`config.mk`:
```
export PLATFORM = sky130hd
export DESIGN_NAME = fc_layer_sched_flat
export DESIGN_NICKNAME = d
export VERILOG_FILES = /design/src/rtl/fc_pkg.sv /design/src/rtl/fc_layer_sched_if.sv /design/src/rtl/fc_row_addr_gen.sv /design/src/rtl/fc_layer_sched.sv /design/src/flat_wrapper.sv
export SDC_FILE = /design/constraint.sdc
export NUM_CORES = 1
export LEC_CHECK = 0
export BUFFER_PORTS_ARGS = -buffer_cell sky130_fd_sc_hd__buf_2
export CORE_MARGIN = 5
export CORE_UTILIZATION = 51
export DETAILED_ROUTE_END_ITERATION = 12
export PLACE_DENSITY = 0.8
export SLEW_MARGIN = 20
export SYNTH_ARGS = -nofsm -noshare
export SYNTH_HDL_FRONTEND = slang
export SYNTH_SLANG_ARGS = --single-unit
```
`constraint.sdc`:
```
create_clock -name clk -period 3.1 [get_ports clk]
set_input_delay 0 -clock clk [delete_from_list [all_inputs] [get_ports clk]]
set_output_delay 0 -clock clk [all_outputs]
set_load 0.02 [all_outputs]
```
`src/rtl/fc_pkg.sv`:
```
// Shared definitions for the fully-connected core: default widths and
// the layer sequencer state encoding.
package fc_pkg;

  localparam int FC_ADDR_W   = 64;
  localparam int FC_HEIGHT_W = 9;
  localparam int FC_NEURON_W = 10;
  localparam int FC_RES_W    = 32;

  typedef enum logic [2:0] {
    IDLE,
    LAUNCH,
    WAIT_RD,
    WB,
    FINISH
  } fc_sched_state_e;

endpackage

```
`src/rtl/fc_layer_sched_if.sv`:
```
// Bundle of the layer sequencer's control, read-master, MAC and write-back
// signals. The master modport is the sequencer's view; the slave modport is
// the view of the surrounding CSR block, read master, MAC and write-back path.
interface fc_layer_sched_if
  import fc_pkg::*;
#(
  parameter int ADDR_W   = FC_ADDR_W,
  parameter int HEIGHT_W = FC_HEIGHT_W,
  parameter int NEURON_W = FC_NEURON_W,
  parameter int RES_W    = FC_RES_W
);

  logic                cfg_start_i;
  logic                cfg_abort_i;
  logic [ADDR_W-1:0]   cfg_base_i;
  logic [HEIGHT_W-1:0] cfg_height_i;
  logic [NEURON_W-1:0] cfg_neurons_i;
  logic                busy_o;
  logic                done_o;
  logic                rm_start_o;
  logic [ADDR_W-1:0]   rm_addr_o;
  logic [HEIGHT_W-1:0] rm_height_o;
  logic                rm_done_i;
  logic                mac_clr_o;
  logic                mac_valid_i;
  logic [RES_W-1:0]    mac_result_i;
  logic                wb_valid_o;
  logic                wb_ready_i;
  logic [NEURON_W-1:0] wb_index_o;
  logic [RES_W-1:0]    wb_data_o;

  modport master (
    input  cfg_start_i, cfg_abort_i, cfg_base_i, cfg_height_i, cfg_neurons_i,
    input  rm_done_i, mac_valid_i, mac_result_i, wb_ready_i,
    output busy_o, done_o, rm_start_o, rm_addr_o, rm_height_o, mac_clr_o,
    output wb_valid_o, wb_index_o, wb_data_o
  );

  modport slave (
    output cfg_start_i, cfg_abort_i, cfg_base_i, cfg_height_i, cfg_neurons_i,
    output rm_done_i, mac_valid_i, mac_result_i, wb_ready_i,
    input  busy_o, done_o, rm_start_o, rm_addr_o, rm_height_o, mac_clr_o,
    input  wb_valid_o, wb_index_o, wb_data_o
  );

endinterface

```
`src/rtl/fc_row_addr_gen.sv`:
```
// Row-address accumulator: loads the layer base, steps by one row
// (height+1 words) per neuron and wraps silently at 2^ADDR_W.
module fc_row_addr_gen
  import fc_pkg::*;
#(
  parameter int ADDR_W   = FC_ADDR_W,
  parameter int HEIGHT_W = FC_HEIGHT_W
) (
  input  logic                clk,
  input  logic                rst,
  input  logic                i_clear,
  input  logic                i_load,
  input  logic                i_inc,
  input  logic [ADDR_W-1:0]   i_base,
  input  logic [HEIGHT_W-1:0] i_height,
  output logic [ADDR_W-1:0]   o_addr
);

  logic [HEIGHT_W:0] w_step;
  logic [ADDR_W-1:0] w_stepExt;
  logic [ADDR_W-1:0] r_addr;

  // One extra bit so a full-range height plus one cannot overflow the step.
  assign w_step    = {1'b0, i_height} + {{HEIGHT_W{1'b0}}, 1'b1};
  assign w_stepExt = ADDR_W'(w_step);
  assign o_addr    = r_addr;

  // Clear wins over load, load wins over increment.
  always_ff @(posedge clk) begin
    if (rst || i_clear) begin
      r_addr <= '0;
    end else if (i_load) begin
      r_addr <= i_base;
    end else if (i_inc) begin
      r_addr <= r_addr + w_stepExt;
    end
  end

endmodule

```
`src/rtl/fc_layer_sched.sv`:
```
// Layer sequencer: for each output neuron launch one read burst with an
// accumulator clear, wait for both read completion and the MAC result,
// then hand the result to write-back before moving on to the next row.
module fc_layer_sched
  import fc_pkg::*;
#(
  parameter int ADDR_W   = FC_ADDR_W,
  parameter int HEIGHT_W = FC_HEIGHT_W,
  parameter int NEURON_W = FC_NEURON_W,
  parameter int RES_W    = FC_RES_W
) (
  input logic              clk,
  input logic              rst,
  fc_layer_sched_if.master bus
);

  fc_sched_state_e     r_state;
  logic                r_busy;
  logic                r_done;
  logic                r_rmStart;
  logic                r_macClr;
  logic                r_wbValid;
  logic                r_rdSeen;
  logic                r_macSeen;
  logic [HEIGHT_W-1:0] r_height;
  logic [NEURON_W-1:0] r_neurons;
  logic [NEURON_W-1:0] r_idx;
  logic [RES_W-1:0]    r_result;

  logic                w_start;
  logic                w_abort;
  logic                w_handshake;
  logic                w_lastIdx;
  logic                w_rdSeen;
  logic                w_macSeen;
  logic [ADDR_W-1:0]   w_rmAddr;

  assign w_start     = bus.cfg_start_i && (r_state == IDLE);
  assign w_abort     = bus.cfg_abort_i && (r_state != IDLE);
  assign w_handshake = (r_state == WB) && r_wbValid && bus.wb_ready_i;
  assign w_lastIdx   = (r_idx == (r_neurons - NEURON_W'(1)));
  assign w_rdSeen    = r_rdSeen || bus.rm_done_i;
  assign w_macSeen   = r_macSeen || bus.mac_valid_i;

  fc_row_addr_gen #(
    .ADDR_W   (ADDR_W),
    .HEIGHT_W (HEIGHT_W)
  ) u_rowAddr (
    .clk      (clk),
    .rst      (rst),
    .i_clear  (w_abort),
    .i_load   (w_start),
    .i_inc    (w_handshake && !w_lastIdx && !w_abort),
    .i_base   (bus.cfg_base_i),
    .i_height (r_height),
    .o_addr   (w_rmAddr)
  );

  assign bus.busy_o      = r_busy;
  assign bus.done_o      = r_done;
  assign bus.rm_start_o  = r_rmStart;
  assign bus.rm_addr_o   = w_rmAddr;
  assign bus.rm_height_o = r_height;
  assign bus.mac_clr_o   = r_macClr;
  assign bus.wb_valid_o  = r_wbValid;
  assign bus.wb_index_o  = r_idx;
  assign bus.wb_data_o   = r_result;

  // Sequencer FSM with registered outputs; abort beats every other event.
  always_ff @(posedge clk) begin
    if (rst || w_abort) begin
      r_state   <= IDLE;
      r_busy    <= 1'b0;
      r_done    <= 1'b0;
      r_rmStart <= 1'b0;
      r_macClr  <= 1'b0;
      r_wbValid <= 1'b0;
      r_rdSeen  <= 1'b0;
      r_macSeen <= 1'b0;
      r_height  <= '0;
      r_neurons <= '0;
      r_idx     <= '0;
      r_result  <= '0;
    end else begin
      case (r_state)
        IDLE: begin
          r_done <= 1'b0;
          if (w_start) begin
            r_height  <= bus.cfg_height_i;
            r_neurons <= bus.cfg_neurons_i;
            r_idx     <= '0;
            r_rdSeen  <= 1'b0;
            r_macSeen <= 1'b0;
            r_busy    <= 1'b1;
            if (bus.cfg_neurons_i != '0) begin
              r_state   <= LAUNCH;
              r_rmStart <= 1'b1;
              r_macClr  <= 1'b1;
            end else begin
              r_state <= FINISH;
              r_done  <= 1'b1;
            end
          end
        end
        LAUNCH: begin
          r_rmStart <= 1'b0;
          r_macClr  <= 1'b0;
          r_state   <= WAIT_RD;
        end
        WAIT_RD: begin
          if (bus.mac_valid_i) begin
            r_result <= bus.mac_result_i;
          end
          if (w_rdSeen && w_macSeen) begin
            r_rdSeen  <= 1'b0;
            r_macSeen <= 1'b0;
            r_wbValid <= 1'b1;
            r_state   <= WB;
          end else begin
            r_rdSeen  <= w_rdSeen;
            r_macSeen <= w_macSeen;
          end
        end
        WB: begin
          if (w_handshake) begin
            r_wbValid <= 1'b0;
            if (w_lastIdx) begin
              r_state <= FINISH;
              r_done  <= 1'b1;
            end else begin
              r_idx     <= r_idx + NEURON_W'(1);
              r_state   <= LAUNCH;
              r_rmStart <= 1'b1;
              r_macClr  <= 1'b1;
            end
          end
        end
        FINISH: begin
          r_done  <= 1'b0;
          r_busy  <= 1'b0;
          r_state <= IDLE;
        end
        default: begin
          r_state <= IDLE;
        end
      endcase
    end
  end

endmodule

```
`src/flat_wrapper.sv`:
```
// flat-port wrapper written by rule: the top's interface ports become plain ports
module fc_layer_sched_flat import fc_pkg::*;
#(
  parameter int ADDR_W   = FC_ADDR_W,
  parameter int HEIGHT_W = FC_HEIGHT_W,
  parameter int NEURON_W = FC_NEURON_W,
  parameter int RES_W    = FC_RES_W
)
  (clk, rst, bus_cfg_start_i, bus_cfg_abort_i, bus_cfg_base_i, bus_cfg_height_i, bus_cfg_neurons_i, bus_rm_done_i, bus_mac_valid_i, bus_mac_result_i, bus_wb_ready_i, bus_busy_o, bus_done_o, bus_rm_start_o, bus_rm_addr_o, bus_rm_height_o, bus_mac_clr_o, bus_wb_valid_o, bus_wb_index_o, bus_wb_data_o);
  fc_layer_sched_if #(.ADDR_W(ADDR_W), .HEIGHT_W(HEIGHT_W), .NEURON_W(NEURON_W), .RES_W(RES_W)) bus_i ();
  input logic clk;
  input logic rst;
  input wire logic [$bits(bus_i.cfg_start_i)-1:0] bus_cfg_start_i;
  input wire logic [$bits(bus_i.cfg_abort_i)-1:0] bus_cfg_abort_i;
  input wire logic [$bits(bus_i.cfg_base_i)-1:0] bus_cfg_base_i;
  input wire logic [$bits(bus_i.cfg_height_i)-1:0] bus_cfg_height_i;
  input wire logic [$bits(bus_i.cfg_neurons_i)-1:0] bus_cfg_neurons_i;
  input wire logic [$bits(bus_i.rm_done_i)-1:0] bus_rm_done_i;
  input wire logic [$bits(bus_i.mac_valid_i)-1:0] bus_mac_valid_i;
  input wire logic [$bits(bus_i.mac_result_i)-1:0] bus_mac_result_i;
  input wire logic [$bits(bus_i.wb_ready_i)-1:0] bus_wb_ready_i;
  output wire logic [$bits(bus_i.busy_o)-1:0] bus_busy_o;
  output wire logic [$bits(bus_i.done_o)-1:0] bus_done_o;
  output wire logic [$bits(bus_i.rm_start_o)-1:0] bus_rm_start_o;
  output wire logic [$bits(bus_i.rm_addr_o)-1:0] bus_rm_addr_o;
  output wire logic [$bits(bus_i.rm_height_o)-1:0] bus_rm_height_o;
  output wire logic [$bits(bus_i.mac_clr_o)-1:0] bus_mac_clr_o;
  output wire logic [$bits(bus_i.wb_valid_o)-1:0] bus_wb_valid_o;
  output wire logic [$bits(bus_i.wb_index_o)-1:0] bus_wb_index_o;
  output wire logic [$bits(bus_i.wb_data_o)-1:0] bus_wb_data_o;
  assign bus_i.cfg_start_i = bus_cfg_start_i;
  assign bus_i.cfg_abort_i = bus_cfg_abort_i;
  assign bus_i.cfg_base_i = bus_cfg_base_i;
  assign bus_i.cfg_height_i = bus_cfg_height_i;
  assign bus_i.cfg_neurons_i = bus_cfg_neurons_i;
  assign bus_i.rm_done_i = bus_rm_done_i;
  assign bus_i.mac_valid_i = bus_mac_valid_i;
  assign bus_i.mac_result_i = bus_mac_result_i;
  assign bus_i.wb_ready_i = bus_wb_ready_i;
  assign bus_busy_o = bus_i.busy_o;
  assign bus_done_o = bus_i.done_o;
  assign bus_rm_start_o = bus_i.rm_start_o;
  assign bus_rm_addr_o = bus_i.rm_addr_o;
  assign bus_rm_height_o = bus_i.rm_height_o;
  assign bus_mac_clr_o = bus_i.mac_clr_o;
  assign bus_wb_valid_o = bus_i.wb_valid_o;
  assign bus_wb_index_o = bus_i.wb_index_o;
  assign bus_wb_data_o = bus_i.wb_data_o;
  fc_layer_sched #(.ADDR_W(ADDR_W), .HEIGHT_W(HEIGHT_W), .NEURON_W(NEURON_W), .RES_W(RES_W)) u_core (.clk(clk), .rst(rst), .bus(bus_i));
endmodule
```
==> out/results.ini <==
[yosys]
synth-xor-area-share = 0.0640
synth-simple-area-share = 0.246
synth_top_area_frac = 0.370
syn_inst = 943
synth_top_family_by_area = compound AO/OA/AOI/OAI gates
yosys.area.top_type = dfxtp_1
synth.distinct_cells = 63
yosys-mux-area-fraction = 0.00828
synth_ff_type = dfxtp_1
ys_ff_latch = 134
syn_nets = 1077
synth_most_common_cell = nand2_1
synth-compound-area-share = 0.248
syn_avg_cell_area_um2 = 7.69
synth_edf_count = 0
synthesis.area_mm2 = 0.00725
async_flop_share = 0
synthAdderAreaFrac = 0.0217
ys_warn_count = 0
yosysSeqAreaShare = 0.370
yosys-top-cells-count = nand2_1 (179), dfxtp_1 (134), a21oi_1 (112)
synthTopCellsByArea = dfxtp_1 (37%), nand2_1 (9.3%), a21oi_1 (7.7%)

[timing]
worst_pin_slew_ps = 924
setup-violations-final = 0
drv_slew = 0
relSlewSlack = 0.382
worst_clock_skew_ps = 7.79
finalCritPeriodShare = 0.944
fmax_mhz = 342
fin_crit_ps = 2930
tns_ps = 0
rsz0062_at_grt = true
final_hold_viol_count = 0

[routing]
drt-initial-drc-count = 850
first_pass_iters = 5
drcViolationCount = 0
ant_nets = 0
vias = 8812
via_per_inst = 5.93
wl_per_cell_um = 18.5
drt-total-wl_mm = 27.5

[die]
rows = 43
ioPinCount = 242
core_mm2 = 0.0139
fp.dieH_um = 129
start_util = 0.521
die_area_mm2 = 0.0167
die_w_um = 129

[global_route]
grt_pass1_wl_mm = 42.7
grt.overflow.total = 0
grt_most_used_layer = met2
grtUsageTotal = 0.319
grtUsageMet1 = 0.398
groute.layer.met2.usage = 0.531
grt_max_degree = 52
antenna_found_initial = 1
met3_usage = 0.0627
grt_pass1_vias = 8335

[final_layout]
nNetsFinal = 1426
n_fill_cell = 1017
drive_gt1_frac = 0.246
area_delta_synth_final_pct = 44.8

[worst_setup_path]
start_kind = flop
worstSetupEndpointType = flop
cp.arrival_ps = 3240
critPathMaxFanout = 4
cpMostUsedCell = o211ai_1
cp_top_family = compound AO/OA/AOI/OAI gates
crit_slowest_cell = a2111oi_0
crit_path_max_incr_delay_ps = 580
path_cells = inv_1 -> ha_1 -> fa_1 -> nor2b_1 -> o211ai_1 -> a31oi_1 -> buf_4 -> o211ai_1 -> a2111oi_0 -> mux2i_1 -> nor2_1
worstPathRequired_ps = 3410
cp_num_buf_inv = 2
crit_type = reg -> reg

[pwr]
cellPowerDensity_mw_per_mm2 = 571
p_leak_nw = 4.18
vdd_drop_max_v = 0.000411
total_power_mw = 6.00

[clocking]
cts-root-buf = clkbuf_16
clk_pin_slew_worst_paths_ps = 60
cts_tree = done
h-tree-depth = 4
numCtsBuffers = 17
cts_buffer_depth = 2
clk_latency_ps = 430
cts_sinks = 134

[hold_path]
hold_path.class = in -> reg

[placement]
gp_congestion = 0.952
port_buffers = 241
hpwl_mm = 17.7

[status]
status = completed

[flow_run]
drv_cap = 0

[worst register-to-register path, delay by kind of cell, from the launching register on]
kind            cells  cell delay, ps
compound gates      4            1070
flops               1             360
fa+ha+maj           2             630
simple gates        2             270
mux                 1             260
buf+inv             2             220
[state kept, by name (all words and copies together) (netlist names), 3 cells and up]
signal                   cells
u_core.bus.wb_index_o       10
u_core.u_rowAddr.o_addr     64
u_core.r_neurons            10
u_core.bus.rm_height_o       9
u_core.bus.wb_data_o        32
u_core.r_state               3
[routing by layer]
metal	up-vias	wire, um
met5	-	0
met4	0	1110
met3	91	2360
met2	507	13100
met1	4088	10900
li1	4126	-
[placed cells by master, fill, tap and decap left out, drive strengths merged, types with 16 or more instances in the layout]
cell         count
buf            268
nand2          179
dfxtp          134
dlygate4sd3    119
a21oi          112
o21ai           66
xnor2           45
nor2            36
a2111oi         28
nand3           27
or3             24
nand4           24
inv             24
nor3            20
clkbuf          19
o211ai          16
a31oi           16
[power by group]
group | switching [mW] | internal (mW)
clock | 0.813 | 1.13
combinational | 1.17 | 0.695
sequential | 0.258 | 1.94
[stage by stage]
| step | hold WS (ps) | utilization | area, um^2 | std cells | setup WS, ps |
|---|---|---|---|---|---|
| after floorplan | 109 | - | 7250 | 943 | 335 |
| after global placement | 201 | 0.626 | 8720 | 1334 | 331 |
| after detailed placement | 200 | 0.626 | 8720 | 1334 | 205 |
| after CTS | 12.3 | 0.752 | 10500 | 1485 | 189 |
| after global routing | 20.9 | 0.754 | 10500 | 1486 | -4.85 |
| final | 35.3 | 0.754 | 10500 | 1487 | 173 |
[area by class of cell]
| type | instances | area (um^2) | area share |
|---|---|---|---|
| diodes | 2 | 5.00 | 0.000476 |
| clock buffers | 19 | 443 | 0.0422 |
| clock inverters | 13 | 125 | 0.0119 |
| inverters | 22 | 82.6 | 0.00786 |
| multi-input cells | 730 | 4320 | 0.411 |
| flip-flops and latches | 134 | 2680 | 0.255 |
| well taps | 180 | 225 | 0.0214 |
| repair buffers | 387 | 2630 | 0.250 |
[worst paths after layout]
| path | start | to | slack (ps) | depth (start not counted) |
|---|---|---|---|---|
| setup / recovery | u_core.u_rowAddr.o_addr[0]$_SDFFE_PP0P_ | u_core.u_rowAddr.o_addr[52]$_SDFFE_PP0P_ | 170 | 11 |
| hold / removal | bus_cfg_base_i[10] | u_core.u_rowAddr.o_addr[10]$_SDFFE_PP0P_ | 40 | 3 |
| setup reg to reg | u_core.u_rowAddr.o_addr[0]$_SDFFE_PP0P_ | u_core.u_rowAddr.o_addr[52]$_SDFFE_PP0P_ | 170 | 11 |
| hold reg to reg | u_core.bus.wb_data_o[10]$_SDFFE_PP0P_ | u_core.bus.wb_data_o[10]$_SDFFE_PP0P_ | 450 | 2 |
[kinds of logic after synthesis]
| logic type | after synthesis |
|---|---|
| AO/OA/AOI/OAI | 289 |
| buffers and inverters | 79 |
| multiplexers | 6 |
| XOR/XNOR | 53 |
| flip-flops | 134 |
| AND/OR/NAND/NOR | 370 |
| adder cells (fa/ha/maj) | 12 |
[what timing repair did]
item,in CTS,in global routing
endpoints found under the hold margin,119,0
buffers inserted,0,0
endpoints found under the setup margin,0,17
resized for setup,0,11
hold buffers,119,0
(Power assumes the default switching activity.)
